$ cat src/rtl/shift_rows_stream.sv
// Streaming AES ShiftRows/InvShiftRows stage with a two-bank ping-pong block buffer.
// Build option: define SHIFTROWS_INV_EN to honour s_inv; otherwise forward ShiftRows only.
module shift_rows_stream #(
    parameter int unsigned LANES = 1,
    parameter int unsigned CNT_W = 8
) (
    input  logic               clk,
    input  logic               rst_n,
    input  logic               s_valid,
    output logic               s_ready,
    input  logic [8*LANES-1:0] s_data,
    input  logic               s_inv,
    output logic               m_valid,
    input  logic               m_ready,
    output logic [8*LANES-1:0] m_data,
    output logic               m_last,
    output logic [CNT_W-1:0]   blk_cnt
);
    localparam int unsigned Beats = 16 / LANES;
    localparam int unsigned BeatW = (Beats > 1) ? $clog2(Beats) : 1;
    localparam logic [BeatW-1:0] LastBeat = BeatW'(Beats - 1);

    logic [1:0]       full;
    logic             wsel;
    logic             rsel;
    logic [BeatW-1:0] wbeat;
    logic [BeatW-1:0] rbeat;
    logic [CNT_W-1:0] cnt;
    logic [7:0]       mem [2][16];
    logic             wr_fire;
    logic             rd_fire;

    // Outputs are gated by rst_n so they read as idle for the whole reset window.
    assign s_ready = rst_n & ~full[wsel];
    assign m_valid = rst_n & full[rsel];
    assign m_last  = m_valid & (rbeat == LastBeat);
    assign blk_cnt = rst_n ? cnt : '0;
    assign wr_fire = s_valid & s_ready;
    assign rd_fire = m_valid & m_ready;

    always_ff @(posedge clk) begin
        if (!rst_n) begin
            full  <= '0;
            wsel  <= 1'b0;
            rsel  <= 1'b0;
            wbeat <= '0;
            rbeat <= '0;
            cnt   <= '0;
        end else begin
            if (wr_fire) begin
                if (wbeat == LastBeat) begin
                    full[wsel] <= 1'b1;
                    wsel       <= ~wsel;
                    wbeat      <= '0;
                end else begin
                    wbeat <= wbeat + BeatW'(1);
                end
            end
            // A write can only target an empty bank and a read a full one, so the two
            // full-flag updates below never collide on the same bank.
            if (rd_fire) begin
                if (rbeat == LastBeat) begin
                    full[rsel] <= 1'b0;
                    rsel       <= ~rsel;
                    rbeat      <= '0;
                    cnt        <= cnt + CNT_W'(1);
                end else begin
                    rbeat <= rbeat + BeatW'(1);
                end
            end
        end
    end

    always_ff @(posedge clk) begin
        if (wr_fire) begin
            for (int k = 0; k < int'(LANES); k++) begin
                mem[wsel][4'(int'(wbeat) * int'(LANES) + k)] <= s_data[8*k +: 8];
            end
        end
    end

`ifdef SHIFTROWS_INV_EN
    logic [1:0] mode;

    always_ff @(posedge clk) begin
        if (wr_fire && (wbeat == '0)) begin
            mode[wsel] <= s_inv;
        end
    end
`else
    logic unused_inv;
    assign unused_inv = s_inv;
`endif

    // Output byte n = 4c + r pulls state byte {col, r} with col = c +/- r (mod 4).
    logic [3:0] n;
    logic [3:0] src;
    logic [1:0] c;
    logic [1:0] r;

    always_comb begin
        m_data = '0;
        n      = '0;
        src    = '0;
        c      = '0;
        r      = '0;
        if (m_valid) begin
            for (int k = 0; k < int'(LANES); k++) begin
                n = 4'(int'(rbeat) * int'(LANES) + k);
                c = n[3:2];
                r = n[1:0];
`ifdef SHIFTROWS_INV_EN
                src = mode[rsel] ? {2'(c - r), r} : {2'(c + r), r};
`else
                src = {2'(c + r), r};
`endif
                m_data[8*k +: 8] = mem[rsel][src];
            end
        end
    end

endmodule

$ cat config.mk
export PLATFORM = sky130hd
export DESIGN_NAME = shift_rows_stream
export DESIGN_NICKNAME = d
export VERILOG_FILES = /design/src/rtl/shift_rows_stream.sv
export SDC_FILE = /design/constraint.sdc
export NUM_CORES = 1
export LEC_CHECK = 0
export ABC_AREA = 1
export CAP_MARGIN = 20
export CORE_UTILIZATION = 55
export DETAILED_ROUTE_END_ITERATION = 10
export GPL_ROUTABILITY_DRIVEN = 0
export PLACE_DENSITY_LB_ADDON = 0.2
export SYNTH_ARGS = -nofsm -noshare
export SYNTH_HDL_FRONTEND = slang
export SYNTH_SLANG_ARGS = --single-unit
$ cat constraint.sdc
create_clock -name clk -period 3.35 [get_ports clk]
set_input_delay 0.5025 -clock clk [delete_from_list [all_inputs] [get_ports clk]]
set_output_delay 0.5025 -clock clk [all_outputs]
set_load 0.05 [all_outputs]
==> impl_metrics.ini <==
[detailed_routing]
dr.pass1.iters = 4
drc = 0
drtIter0Drc = 478
antenna_left = 0
wl_per_cell_um = 15.19
vias = 8129
via_per_inst = 5.037
wirelength_um = 24520

[grt]
grt_usage = 0.2280
grt_pass1_wl_um = 38930
grtUsageMet3 = 0.02783
grt_use_met2 = 0.3902
antenna_found_initial = 0
grt_pass1_vias = 7757
grt_max_degree = 136
met1_usage = 0.3036
busiest_layer = met2
grt-ovfl-total = 0

[sta]
finalMaxSlewViolations = 0
clock_skew_ps = 3.860
setup_violations = 0
tightest_slew_ps = 1040
slew_headroom = 0.3044
finalCritPeriodShare = 0.9354
period_minus_slack_ps = 3134
rsz0062_at_grt = false
clock.fmax_mhz = 319.1
tns_ps = 0
setup_ws_ps = 216.3
hold_viol_final = 0

[clock_network]
cts_buffers = 28
clockBufferDepth = 3
cts_root_buf = clkbuf_16
cts.clk_slew.worst_paths_ps = 60
cts_setup_buffers = 0
worstSkewPairLatency_ps = 530
cts_sinks = 277
cts_tree = done
cts_max_level = 1

[die]
die_y_um = 149.0
dieArea_mm2 = 0.02220
ios = 32
start_util = 0.5635
fp.coreArea_mm2 = 0.02109
rows = 53
die_w_um = 149.0

[worst_setup_path]
cp-start-kind = flop
reg2reg_from = rbeat[0]
worstPathRequired_ps = 2850
startpoint = rbeat[0]
arrival_ps = 2630
crit_fanout = 59
crit_type = flop to output pin
endpoint_kind = output pin

[logic_synthesis]
postSynthRegisterBits = 277
ys_seq_area_frac = 0.6822
synthTopCellsByArea = edfxtp_1 (65%), nand2_1 (11%), nand3_1 (6.3%)
synth_area_per_cell_um2 = 10.34
synth_area_mm2 = 0.01188
yosys.cell_types.count = 30
yosysTopAreaCell = edfxtp_1
yosys_warnings = 0
synth_cells = 1149
yosys.area.top_type_share = 0.6469

[run]
maxCapViolations = 0

[final_layout]
diodes = 0
drive_above_1_share = 0.07916
finalNonFillerCells = 1614
nets = 1337
layout_commonest_cell = nand2_1
final_cell_mix = nand2_1 (356), edfxtp_1 (256), nand3_1 (150)
area_growth_pct = 18.16

[min_path]
hold_class = flop to flop
hold_path_startpoint = full[1]

[power]
p_total_mw = 7.082
power.leakage_nw = 5.830
peakVddDrop_uv = 339.8
power_per_cell_area_mw_per_mm2 = 504.3

[placed_design]
hpwlAfterDp_um = 13960
dp_slack_ps = 712.8
portBuffers = 30
place_inst = 1562

[outcome]
outcome = finished clean
[routing by layer]
| layer | up-vias | part of all wire |
|---|---|---|
| li1 | 4011 | - |
| met1 | 3851 | 0.43 |
| met2 | 218 | 0.49 |
| met3 | 49 | 0.056 |
| met4 | 0 | 0.025 |
| met5 | - | 0 |
[timing repair]
action | in CTS | in global routing
setup endpoints to repair | 0 | 3
hold buffers | 0 | 0
gates resized for setup | 0 | 1
[kinds of logic (layout without fill, tap and decap cells)]
logic type | count (synthesis) | after routing | synth area share
compound gates | 56 | 56 | 0.02601
xor+xnor | 8 | 8 | 0.009055
fa+ha+maj | 7 | 7 | 0.007370
buf+inv | 161 | 224 | 0.05359
flops | 277 | 277 | 0.6822
other cells | 1 | 128 | 0.0003156
simple gates | 639 | 639 | 0.2214
[final timing paths]
path	endpoint	slack, ps	cells past startpoint
hold / removal	full[1]	480	2
setup / recovery	m_data[0]	220	8
hold reg to reg	full[1]	480	2
setup reg to reg	cnt[6]	900	9
[cell usage after synthesis (all sizes together)]
master and instances:
nand2 356, edfxtp 256, nand3 151, nor2 116, inv 104, buf 34
o21ai 34, clkbuf 22, dfxtp 21, a21oi 20, or2 8, ha 7
xor2 5, nor3 4, nand4 3, xnor2 3, a31o 1, clkinv 1
conb 1, nor3b 1, o211ai 1
[area by class of cell]
type	instances	area, um^2
Sequential cell	277	8113
Fill cell	1627	7046
Multi-Input combinational cell	838	3616
Clock buffer	45	835.8
Timing Repair Buffer	67	700.7
Inverter	105	402.9
Tap cell	275	344.1
Clock inverter	7	30.03
[stage by stage]
step / instance area [um^2] / hold slack (ps) / utilization
after detailed placement: 13170 / 468.7 / 0.6247
after CTS: 14040 / 477.5 / 0.6657
after global routing: 14040 / 504.1 / 0.6659
final: 14040 / 478.5 / 0.6659
after global placement: 13170 / 457.3 / 0.6247
after floorplan: 12360 / 437.6 / -
[critical path, cell delays in order, from the launching register on]
cell	delay, ps
dfxtp_2	360
buf_4	610
o21ai_0	240
nor2_1	190
nor2_1	80
a21oi_2	160
nor2_1	70
nor2_1	210
buf_12	170
[registers in the layout (all words and copies together) (netlist names), named ones only]
signal  cells
mem       256
cnt         8
rbeat       4
wbeat       4
full        2
rsel        1
wsel        1
[report_power, final]
group | switching [mW] | internal [mW] | total [mW]
sequential | 0.0337 | 3.93 | 3.96
clock | 1.22 | 1.69 | 2.91
combinational | 0.144 | 0.0626 | 0.207
No activity file was read; power rests on OpenSTA's default activity.
